<file path="src/rtl/simt_pkg.sv">
`default_nettype none
// ============================================================================
// Module   : simt_pkg
// Purpose  : Shared definitions for the SIMT reconvergence controller:
//            default geometry, controller state encoding and the layout
//            of one reconvergence stack entry.
// Ports    : none (package)
// Options  : SIMT_DIV_STATS_EN (consumed by the interface and top only)
// Revision : 1.0 - initial release
// ============================================================================
package simt_pkg;

  localparam int DEF_LANES    = 8;
  localparam int DEF_PC_WIDTH = 32;
  localparam int DEF_DEPTH    = 8;

  typedef enum logic [0:0] {
    RUN = 1'b0,
    POP = 1'b1
  } state_e;

  // One reconvergence record. phase==0 means the pending (not-taken) path
  // has not run yet; phase==1 means it is running and the next arrival at
  // rpc unwinds this entry. Mask/PC fields are sized by the package
  // defaults, so the controller's LANES/PC_WIDTH must match them.
  typedef struct packed {
    logic [DEF_PC_WIDTH-1:0] rpc;
    logic [DEF_PC_WIDTH-1:0] pend_pc;
    logic [DEF_LANES-1:0]    pend_mask;
    logic [DEF_LANES-1:0]    outer_mask;
    logic                    phase;
  } stack_entry_t;

endpackage
`default_nettype wire

</file>
<file path="src/rtl/simt_reconv_ctl_if.sv">
`default_nettype none
// ============================================================================
// Module   : simt_reconv_ctl_if
// Purpose  : Branch-stage / fetch side bundle of the reconvergence
//            controller. master = branch stage + fetch, slave = controller.
// Ports    : br_valid/br_ready handshake with br_take, br_target,
//            br_fallthru, br_reconv; pc_adv/pc_next sequential advance;
//            cur_pc, active_mask, redirect, stack_depth back to fetch.
// Options  : SIMT_DIV_STATS_EN adds div_count and depth_hwm.
// Revision : 1.0 - initial release
// ============================================================================
interface simt_reconv_ctl_if #(
  parameter int LANES    = 8,
  parameter int PC_WIDTH = 32,
  parameter int DEPTH    = 8
);
  localparam int DW = $clog2(DEPTH) + 1;

  logic                br_valid;
  logic                br_ready;
  logic [LANES-1:0]    br_take;
  logic [PC_WIDTH-1:0] br_target;
  logic [PC_WIDTH-1:0] br_fallthru;
  logic [PC_WIDTH-1:0] br_reconv;
  logic                pc_adv;
  logic [PC_WIDTH-1:0] pc_next;
  logic [PC_WIDTH-1:0] cur_pc;
  logic [LANES-1:0]    active_mask;
  logic                redirect;
  logic [DW-1:0]       stack_depth;
`ifdef SIMT_DIV_STATS_EN
  logic [31:0]         div_count;
  logic [DW-1:0]       depth_hwm;
`endif

  modport master (
    output br_valid, br_take, br_target, br_fallthru, br_reconv,
    output pc_adv, pc_next,
    input  br_ready, cur_pc, active_mask, redirect, stack_depth
`ifdef SIMT_DIV_STATS_EN
    , input div_count, depth_hwm
`endif
  );

  modport slave (
    input  br_valid, br_take, br_target, br_fallthru, br_reconv,
    input  pc_adv, pc_next,
    output br_ready, cur_pc, active_mask, redirect, stack_depth
`ifdef SIMT_DIV_STATS_EN
    , output div_count, depth_hwm
`endif
  );

endinterface
`default_nettype wire

</file>
<file path="src/rtl/simt_stack_mem.sv">
`default_nettype none
// ============================================================================
// Module   : simt_stack_mem
// Purpose  : LIFO of reconvergence entries with a combinational top-of-stack
//            read and an in-place write of the TOS phase bit.
// Ports    : clk, rst_n (sync, active low); push/push_data, pop, set_phase;
//            tos (valid when depth != 0), depth (valid entry count).
// Options  : none
// Revision : 1.0 - initial release
// ============================================================================
module simt_stack_mem
  import simt_pkg::*;
#(
  parameter int DEPTH = DEF_DEPTH,  // power of two, >= 2
  localparam int DW   = $clog2(DEPTH) + 1
) (
  input  wire  logic          clk,
  input  wire  logic          rst_n,
  input  wire  logic          push,
  input  wire  stack_entry_t  push_data,
  input  wire  logic          pop,
  input  wire  logic          set_phase,
  output stack_entry_t        tos,
  output logic [DW-1:0]       depth
);
  localparam int AW = $clog2(DEPTH);

  stack_entry_t  mem [DEPTH];
  logic [DW-1:0] sp;
  logic [AW-1:0] wr_idx;
  logic [AW-1:0] tos_idx;

  // Low AW bits wrap naturally: a full stack (sp==DEPTH) gives TOS DEPTH-1.
  assign wr_idx  = sp[AW-1:0];
  assign tos_idx = sp[AW-1:0] - 1'b1;

  // The caller never asserts more than one of push/pop/set_phase, and never
  // pushes when full or pops when empty.
  always_ff @(posedge clk) begin
    if (!rst_n) begin
      sp <= '0;
    end else if (push) begin
      sp <= sp + 1'b1;
    end else if (pop) begin
      sp <= sp - 1'b1;
    end
  end

  always_ff @(posedge clk) begin
    if (push) begin
      mem[wr_idx] <= push_data;
    end else if (set_phase) begin
      mem[tos_idx].phase <= 1'b1;
    end
  end

  assign tos   = mem[tos_idx];
  assign depth = sp;

endmodule
`default_nettype wire

</file>
<file path="src/rtl/simt_reconv_ctl.sv">
`default_nettype none
// ============================================================================
// Module   : simt_reconv_ctl
// Purpose  : Per-warp SIMT divergence / reconvergence controller. Holds the
//            warp PC and active mask, splits the warp on divergent branches
//            (taken path first), switches to the pending path at the
//            reconvergence PC and finally restores the outer mask.
// Ports    : clk, rst_n (sync, active low); bus (simt_reconv_ctl_if.slave):
//            branch handshake in, pc_adv/pc_next in, cur_pc/active_mask/
//            redirect/stack_depth out.
// Options  : SIMT_DIV_STATS_EN adds div_count (saturating count of accepted
//            divergent branches) and depth_hwm (max stack_depth since reset).
// Revision : 1.0 - initial release
// ============================================================================
module simt_reconv_ctl
  import simt_pkg::*;
#(
  parameter int                  LANES    = DEF_LANES,
  parameter int                  PC_WIDTH = DEF_PC_WIDTH,
  parameter int                  DEPTH    = DEF_DEPTH,
  parameter logic [PC_WIDTH-1:0] RESET_PC = '0
) (
  input wire logic          clk,
  input wire logic          rst_n,
  simt_reconv_ctl_if.slave  bus
);
  localparam int DW = $clog2(DEPTH) + 1;

  // Registered outputs and FSM state
  logic [PC_WIDTH-1:0] cur_pc;
  logic [LANES-1:0]    active_mask;
  logic                redirect;
  state_e              state;

  // Stack interface
  stack_entry_t  tos;
  stack_entry_t  push_data;
  logic [DW-1:0] depth;
  logic          push, pop, set_phase;

  // Next-state terms
  logic [LANES-1:0]    take_m, nt_m;
  logic                br_ready, accept, divergent;
  logic                seq_valid, seq_redirect;
  logic [PC_WIDTH-1:0] seq_pc;
  logic                check_en, match;
  logic [PC_WIDTH-1:0] check_pc;
  logic [PC_WIDTH-1:0] nxt_pc;
  logic [LANES-1:0]    nxt_mask;
  logic                nxt_redirect;
  state_e              nxt_state;

  assign br_ready = (depth != DW'(DEPTH)) && (state == RUN);

  always_comb begin
    take_m    = bus.br_take & active_mask;
    nt_m      = ~bus.br_take & active_mask;
    accept    = bus.br_valid && br_ready;
    divergent = accept && (take_m != '0) && (nt_m != '0);

    // Candidate next PC from a uniform branch or a sequential advance.
    // A presented branch (even one not accepted) blocks pc_adv.
    seq_valid    = 1'b0;
    seq_pc       = cur_pc;
    seq_redirect = 1'b0;
    if (state == RUN) begin
      if (accept && !divergent) begin
        // Non-divergent: any live taken lane means every live lane took.
        // An empty mask therefore falls through.
        seq_valid    = 1'b1;
        seq_redirect = (take_m != '0);
        seq_pc       = (take_m != '0) ? bus.br_target : bus.br_fallthru;
      end else if (!bus.br_valid && bus.pc_adv) begin
        seq_valid = 1'b1;
        seq_pc    = bus.pc_next;
      end
    end

    // In POP the freshly exposed TOS is compared against the PC we just
    // reconverged to, so stacked entries sharing an rpc unwind one a cycle.
    check_pc = (state == POP) ? cur_pc : seq_pc;
    check_en = (state == POP) || seq_valid;
    match    = check_en && (depth != '0) && (tos.rpc == check_pc);

    push      = divergent;
    pop       = match && tos.phase;
    set_phase = match && !tos.phase;

    push_data.rpc        = bus.br_reconv;
    push_data.pend_pc    = bus.br_fallthru;
    push_data.pend_mask  = nt_m;
    push_data.outer_mask = active_mask;
    push_data.phase      = 1'b0;

    nxt_pc       = cur_pc;
    nxt_mask     = active_mask;
    nxt_redirect = 1'b0;
    nxt_state    = RUN;
    if (divergent) begin
      nxt_pc       = bus.br_target;
      nxt_mask     = take_m;
      nxt_redirect = 1'b1;
    end else if (match) begin
      if (tos.phase) begin
        // Both paths done: restore the outer mask at the rpc itself.
        nxt_pc    = tos.rpc;
        nxt_mask  = tos.outer_mask;
        nxt_state = POP;
      end else begin
        nxt_pc       = tos.pend_pc;
        nxt_mask     = tos.pend_mask;
        nxt_redirect = 1'b1;
      end
    end else if (seq_valid) begin
      nxt_pc       = seq_pc;
      nxt_redirect = seq_redirect;
    end
  end

  always_ff @(posedge clk) begin
    if (!rst_n) begin
      cur_pc      <= RESET_PC;
      active_mask <= '1;
      redirect    <= 1'b0;
      state       <= RUN;
    end else begin
      cur_pc      <= nxt_pc;
      active_mask <= nxt_mask;
      redirect    <= nxt_redirect;
      state       <= nxt_state;
    end
  end

  simt_stack_mem #(
    .DEPTH (DEPTH)
  ) u_stack (
    .clk       (clk),
    .rst_n     (rst_n),
    .push      (push),
    .push_data (push_data),
    .pop       (pop),
    .set_phase (set_phase),
    .tos       (tos),
    .depth     (depth)
  );

  assign bus.br_ready    = br_ready;
  assign bus.cur_pc      = cur_pc;
  assign bus.active_mask = active_mask;
  assign bus.redirect    = redirect;
  assign bus.stack_depth = depth;

`ifdef SIMT_DIV_STATS_EN
  logic [31:0]   div_count;
  logic [DW-1:0] depth_hwm;
  logic [DW-1:0] depth_inc;

  assign depth_inc = depth + 1'b1;

  // A push is the only way depth grows, so the high-water mark only needs
  // updating on a push.
  always_ff @(posedge clk) begin
    if (!rst_n) begin
      div_count <= '0;
      depth_hwm <= '0;
    end else if (push) begin
      if (div_count != '1) begin
        div_count <= div_count + 1'b1;
      end
      if (depth_inc > depth_hwm) begin
        depth_hwm <= depth_inc;
      end
    end
  end

  assign bus.div_count = div_count;
  assign bus.depth_hwm = depth_hwm;
`endif

endmodule
`default_nettype wire

</file>
<file path="src/flat_wrapper.sv">
// flat-port wrapper written by rule: the top's interface ports become plain ports
module simt_reconv_ctl_flat import simt_pkg::*;
#(
  parameter int                  LANES    = DEF_LANES,
  parameter int                  PC_WIDTH = DEF_PC_WIDTH,
  parameter int                  DEPTH    = DEF_DEPTH,
  parameter logic [PC_WIDTH-1:0] RESET_PC = '0
)
  (clk, rst_n, bus_br_valid, bus_br_take, bus_br_target, bus_br_fallthru, bus_br_reconv, bus_pc_adv, bus_pc_next, bus_br_ready, bus_cur_pc, bus_active_mask, bus_redirect, bus_stack_depth);
  simt_reconv_ctl_if #(.LANES(LANES), .PC_WIDTH(PC_WIDTH), .DEPTH(DEPTH)) bus_i ();
  input wire logic clk;
  input wire logic rst_n;
  input wire logic [$bits(bus_i.br_valid)-1:0] bus_br_valid;
  input wire logic [$bits(bus_i.br_take)-1:0] bus_br_take;
  input wire logic [$bits(bus_i.br_target)-1:0] bus_br_target;
  input wire logic [$bits(bus_i.br_fallthru)-1:0] bus_br_fallthru;
  input wire logic [$bits(bus_i.br_reconv)-1:0] bus_br_reconv;
  input wire logic [$bits(bus_i.pc_adv)-1:0] bus_pc_adv;
  input wire logic [$bits(bus_i.pc_next)-1:0] bus_pc_next;
  output wire logic [$bits(bus_i.br_ready)-1:0] bus_br_ready;
  output wire logic [$bits(bus_i.cur_pc)-1:0] bus_cur_pc;
  output wire logic [$bits(bus_i.active_mask)-1:0] bus_active_mask;
  output wire logic [$bits(bus_i.redirect)-1:0] bus_redirect;
  output wire logic [$bits(bus_i.stack_depth)-1:0] bus_stack_depth;
  assign bus_i.br_valid = bus_br_valid;
  assign bus_i.br_take = bus_br_take;
  assign bus_i.br_target = bus_br_target;
  assign bus_i.br_fallthru = bus_br_fallthru;
  assign bus_i.br_reconv = bus_br_reconv;
  assign bus_i.pc_adv = bus_pc_adv;
  assign bus_i.pc_next = bus_pc_next;
  assign bus_br_ready = bus_i.br_ready;
  assign bus_cur_pc = bus_i.cur_pc;
  assign bus_active_mask = bus_i.active_mask;
  assign bus_redirect = bus_i.redirect;
  assign bus_stack_depth = bus_i.stack_depth;
  simt_reconv_ctl #(.LANES(LANES), .PC_WIDTH(PC_WIDTH), .DEPTH(DEPTH), .RESET_PC(RESET_PC)) u_core (.clk(clk), .rst_n(rst_n), .bus(bus_i));
endmodule
</file>
<file path="config.mk">
export PLATFORM = sky130hd
export DESIGN_NAME = simt_reconv_ctl_flat
export DESIGN_NICKNAME = d
export VERILOG_FILES = /design/src/rtl/simt_pkg.sv /design/src/rtl/simt_reconv_ctl_if.sv /design/src/rtl/simt_stack_mem.sv /design/src/rtl/simt_reconv_ctl.sv /design/src/flat_wrapper.sv
export SDC_FILE = /design/constraint.sdc
export NUM_CORES = 1
export LEC_CHECK = 0
export BUFFER_PORTS_ARGS = -buffer_cell sky130_fd_sc_hd__buf_2
export CORE_UTILIZATION = 55
export DETAILED_ROUTE_END_ITERATION = 8
export GPL_TIMING_DRIVEN = 0
export PLACE_DENSITY = 0.76
export SLEW_MARGIN = 15
export SYNTH_ARGS = -nofsm -noshare
export SYNTH_HDL_FRONTEND = slang
export SYNTH_SLANG_ARGS = --single-unit
export TNS_END_PERCENT = 1
</file>
<file path="constraint.sdc">
create_clock -name clk -period 15.2 [get_ports clk]
set_input_delay 0.76 -clock clk [delete_from_list [all_inputs] [get_ports clk]]
set_output_delay 0.76 -clock clk [all_outputs]
set_load 0.1 [all_outputs]
</file>
==> impl_metrics.tcl <==
set metrics [dict create \
    critPathMostFrequentCell "sky130_fd_sc_hd__buf_2" \
    number_of_antenna_violations_at_the_first_check_in_global_routing 1 \
    outcome "complete, but fails checks" \
    layout_commonest_cell "sky130_fd_sc_hd__edfxtp_1" \
    numClockSinks 694 \
    wl_per_cell_um 31.96 \
    critical_path.max_fanout 10 \
    power.total_w 0.005889 \
    required_ns 15.52 \
    grt_util_all_layers_pct 33.71 \
    synthAdderAreaFrac_pct 0.1909 \
    layout-drive-gt1-share_pct 27.51 \
    placement.io_buffers 184 \
    path_class "flip-flop to flip-flop" \
    post-route-period-util_pct 73.36 \
    worstSetupStartpointType "flip-flop" \
    flow.area_growth_from_synthesis_pct 15.64 \
    gp_routability_congestion 1.042 \
    tritoncts "built" \
    critical_path.cell_chain "buf_2 > buf_2 > buf_2 > buf_2 > buf_2 > clkbuf_2 > clkbuf_1 > clkinv_1 > ha_1 > and3b_1 > nor2_1 > clkbuf_1 > clkbuf_1 > buf_1 > nand2_1 > nor2_1 > clkinv_1 > clkbuf_1 > nor3_2 > buf_4 > buf_4 > buf_6 > buf_4" \
    maximum_frequency_from_static_timing_analysis_ghz 0.08968 \
    dp_cells 2772 \
    core.rowCount 85 \
    first_drt_iteration_drcs 2665 \
    worst_slack_ns 4.050 \
    dpl-instance-area_um2 32680 \
    setup_repair_after_global_routing_missed_its_margin "no" \
    ys_seq_area_share_pct 67.61 \
    simple_gate_share_of_the_synthesized_area_pct 6.708 \
    arrival_time_at_the_worst_endpoint_ns 11.47 \
    timing.slew.headroom_pct 16.44 \
    ys_seq_elements 694 \
    synth.yosys.warnings 0 \
    clockBufferDepth 3 \
    postSynthNetCount 1958 \
    finClkSkew_ns 0.03256 \
    timing.final.hold_violations 0 \
    cellLeakagePower_nw 11.74 \
    detail_route.first_pass.iterations 9 \
    dieArea_um2 55750 \
    fin_cells 2899 \
    viasPerCell 6.835 \
    layout_common_cells "648 x sky130_fd_sc_hd__edfxtp_1, 229 x sky130_fd_sc_hd__buf_2, 170 x sky130_fd_sc_hd__mux4_2, 148 x sky130_fd_sc_hd__nand2_1, 94 x sky130_fd_sc_hd__clkbuf_1" \
    worstHoldPathType "input pin to flip-flop" \
    setup-violations-final 0 \
    wire_length_of_the_first_global_routing_pass_um 133100 \
    die-width_um 236.1 \
    synth.area.mux_share_pct 15.68 \
    syn-mean-instance-area_um2 16.62 \
    detailedPlace.worstSlack_ns 4.032 \
    tritoncts.num_buffers 70 \
    synthFlopType "sky130_fd_sc_hd__edfxtp_1" \
    synth_compound_gate_area_share_pct 6.965 \
    irDropWorstVdd_mv 0.1272 \
    cts.clk_slew.worst_paths_ns 0.06 \
    drc 1 \
    fin_crit_ns 11.15 \
    drv_cap 0 \
    cts_htree_levels 3 \
    io_pins 186 \
    insertedDiodeCount 0 \
    fraction_of_registers_with_async_set_or_reset_after_synthesis_pct 0 \
    die_h_um 236.1 \
    cts-resized-gates 0 \
    synth_enable_flop_cells 648 \
    nature_of_the_critical_path_endpoint "flip-flop" \
    cts-root-buf "sky130_fd_sc_hd__clkbuf_16" \
    postRouteWirelength_um 92660 \
    synth_xor_xnor_area_share_pct 0.8717 \
    grt_overflow 0 \
    initial_core_util_pct 55.79 \
    pwr_density_cell_nw_per_um2 168.9 \
    coreArea_um2 54030 \
    via_count 19814 \
    place_hpwl_um 64240 \
    worstSkewPairLatency_ns 0.64 \
    failing_checks "DRC" \
    critical_path.max_stage_delay_ns 0.81 \
    reg2reg_setup_slack_ns 4.05 \
    total_setup_buffers_inserted_after_cts 0 \
    finish.utilization_pct 64.52 \
    worst-slew-pin-transition_ns 1.253 \
    largest_net_degree_at_the_start_of_global_routing 34 \
    final_net_count 2292 \
    layout.cell_area.non_filler_um2 34860 \
    cell_area_after_synthesis_um2 30140 \
    number_of_global_route_vias_before_repair 19477 \
    critPathSlowestCell "sky130_fd_sc_hd__nor2_1" \
    antenna_left 0 \
    dominant_combinational_cell_family_by_area_after_synthesis "multiplexers" \
    synth.lib_cells_used.distinct 78 \
    post_cts_hold_buffer_count 0 \
    finalMaxSlewViolations 0 \
    post_synth_inst_count 1814 \
]
==> metal layers <==
| metal | GRT usage [%] | part of all wire [%] | routed length (um) | vias up |
|---|---|---|---|---|
| met3 | 9.116 | 11 | 10550 | 325 |
| met4 | 15.43 | 5.2 | 4789 | 2 |
| li1 | - | - | - | 8016 |
| met5 | 0 | 0.012 | 11 | - |
| met1 | 44.56 | 37 | 34100 | 10026 |
| met2 | 52.53 | 47 | 43210 | 1445 |
==> Yosys cell counts, types with 11 or more instances <==
library cell	number	share of area [%]
sky130_fd_sc_hd__nand2b_1	13	0.27
sky130_fd_sc_hd__o211ai_1	16	0.40
sky130_fd_sc_hd__nor2b_1	79	1.6
sky130_fd_sc_hd__a21oi_1	41	0.68
sky130_fd_sc_hd__nand3_1	19	0.32
sky130_fd_sc_hd__dfxtp_1	46	3.1
sky130_fd_sc_hd__nand4_1	13	0.27
sky130_fd_sc_hd__buf_1	19	0.24
sky130_fd_sc_hd__o2bb2ai_1	11	0.32
sky130_fd_sc_hd__clkbuf_1	75	0.93
sky130_fd_sc_hd__mux4_2	170	13
sky130_fd_sc_hd__buf_2	31	0.51
sky130_fd_sc_hd__o21ai_0	49	0.81
sky130_fd_sc_hd__o22ai_1	21	0.44
sky130_fd_sc_hd__o221ai_1	20	0.58
sky130_fd_sc_hd__o22a_1	11	0.32
sky130_fd_sc_hd__edfxtp_1	648	65
sky130_fd_sc_hd__mux2i_1	74	2.5
sky130_fd_sc_hd__nor2_1	35	0.44
sky130_fd_sc_hd__o31ai_1	11	0.27
sky130_fd_sc_hd__xor2_1	23	0.67
sky130_fd_sc_hd__nor3_1	18	0.30
sky130_fd_sc_hd__or3_1	13	0.27
sky130_fd_sc_hd__nand2_1	148	1.8
sky130_fd_sc_hd__a31oi_1	21	0.44
sky130_fd_sc_hd__mux2_2	14	0.52
==> final timing paths <==
kind / startpoint / to / cells past startpoint
max: u_core.u_stack.depth[0]$_SDFFE_PN0P_ / u_core.u_stack.mem[6][37]$_DFFE_PP_ / 23
min: bus_br_target[1] / flip-flop / 3
max reg2reg: u_core.u_stack.depth[0]$_SDFFE_PN0P_ / u_core.u_stack.mem[6][37]$_DFFE_PP_ / 23
min reg2reg: flip-flop / flip-flop / 2
==> state kept, by name, summed over array words and instances (netlist names), named ones only <==
name	flops
u_core.u_stack.mem	648
u_core.bus.redirect	1
u_core.bus.active_mask	8
u_core.state	1
u_core.u_stack.depth	4
==> final cells by class <==
class | instances | area (um^2)
sequential | 694 | 20380
fill | 3788 | 19170
multi-input combinational | 978 | 9216
clock buffer | 92 | 1877
timing repair buffer | 262 | 1629
tap | 696 | 870.8
buffer | 129 | 549.3
clock inverter | 35 | 287.8
inverter | 13 | 48.80
==> power by group <==
group / total [W] / leakage, nW / switching [W] / internal, W
logic: 0.00191 / 4.44 / 0.00125 / 0.000656
clock network: 0.00164 / 1.05 / 0.000729 / 0.000914
registers: 0.00234 / 6.25 / 0.0000645 / 0.00228
==> metrics by stage <==
stage | setup TNS [ns] | hold slack, ns
floorplan | 0 | 0.8605
global placement | -3137.68 | 0.4852
detailed placement | 0 | 0.5020
CTS | 0 | 0.4984
global route | 0 | 0.5366
finish | 0 | 0.5260
==> cell families (layout without fill, tap and decap cells) <==
kind of cell,count (synthesis),after routing
multiplexers,258,258
adder cells (fa/ha/maj),4,4
XOR/XNOR,30,30
flip-flops,694,694
buffers and inverters,142,531
AO/OA/AOI/OAI,293,293
AND/OR/NAND/NOR,393,393
==> worst max-delay path, delay by kind of cell, from the launching register on <==
kind                       cells  cell delay [ns]
and+or+nand+nor                5             2.68
DFF                            1             0.46
adders and majority gates      1             0.43
buffers and inverters         17             7.21
No activity file was read; power rests on OpenSTA's default activity.
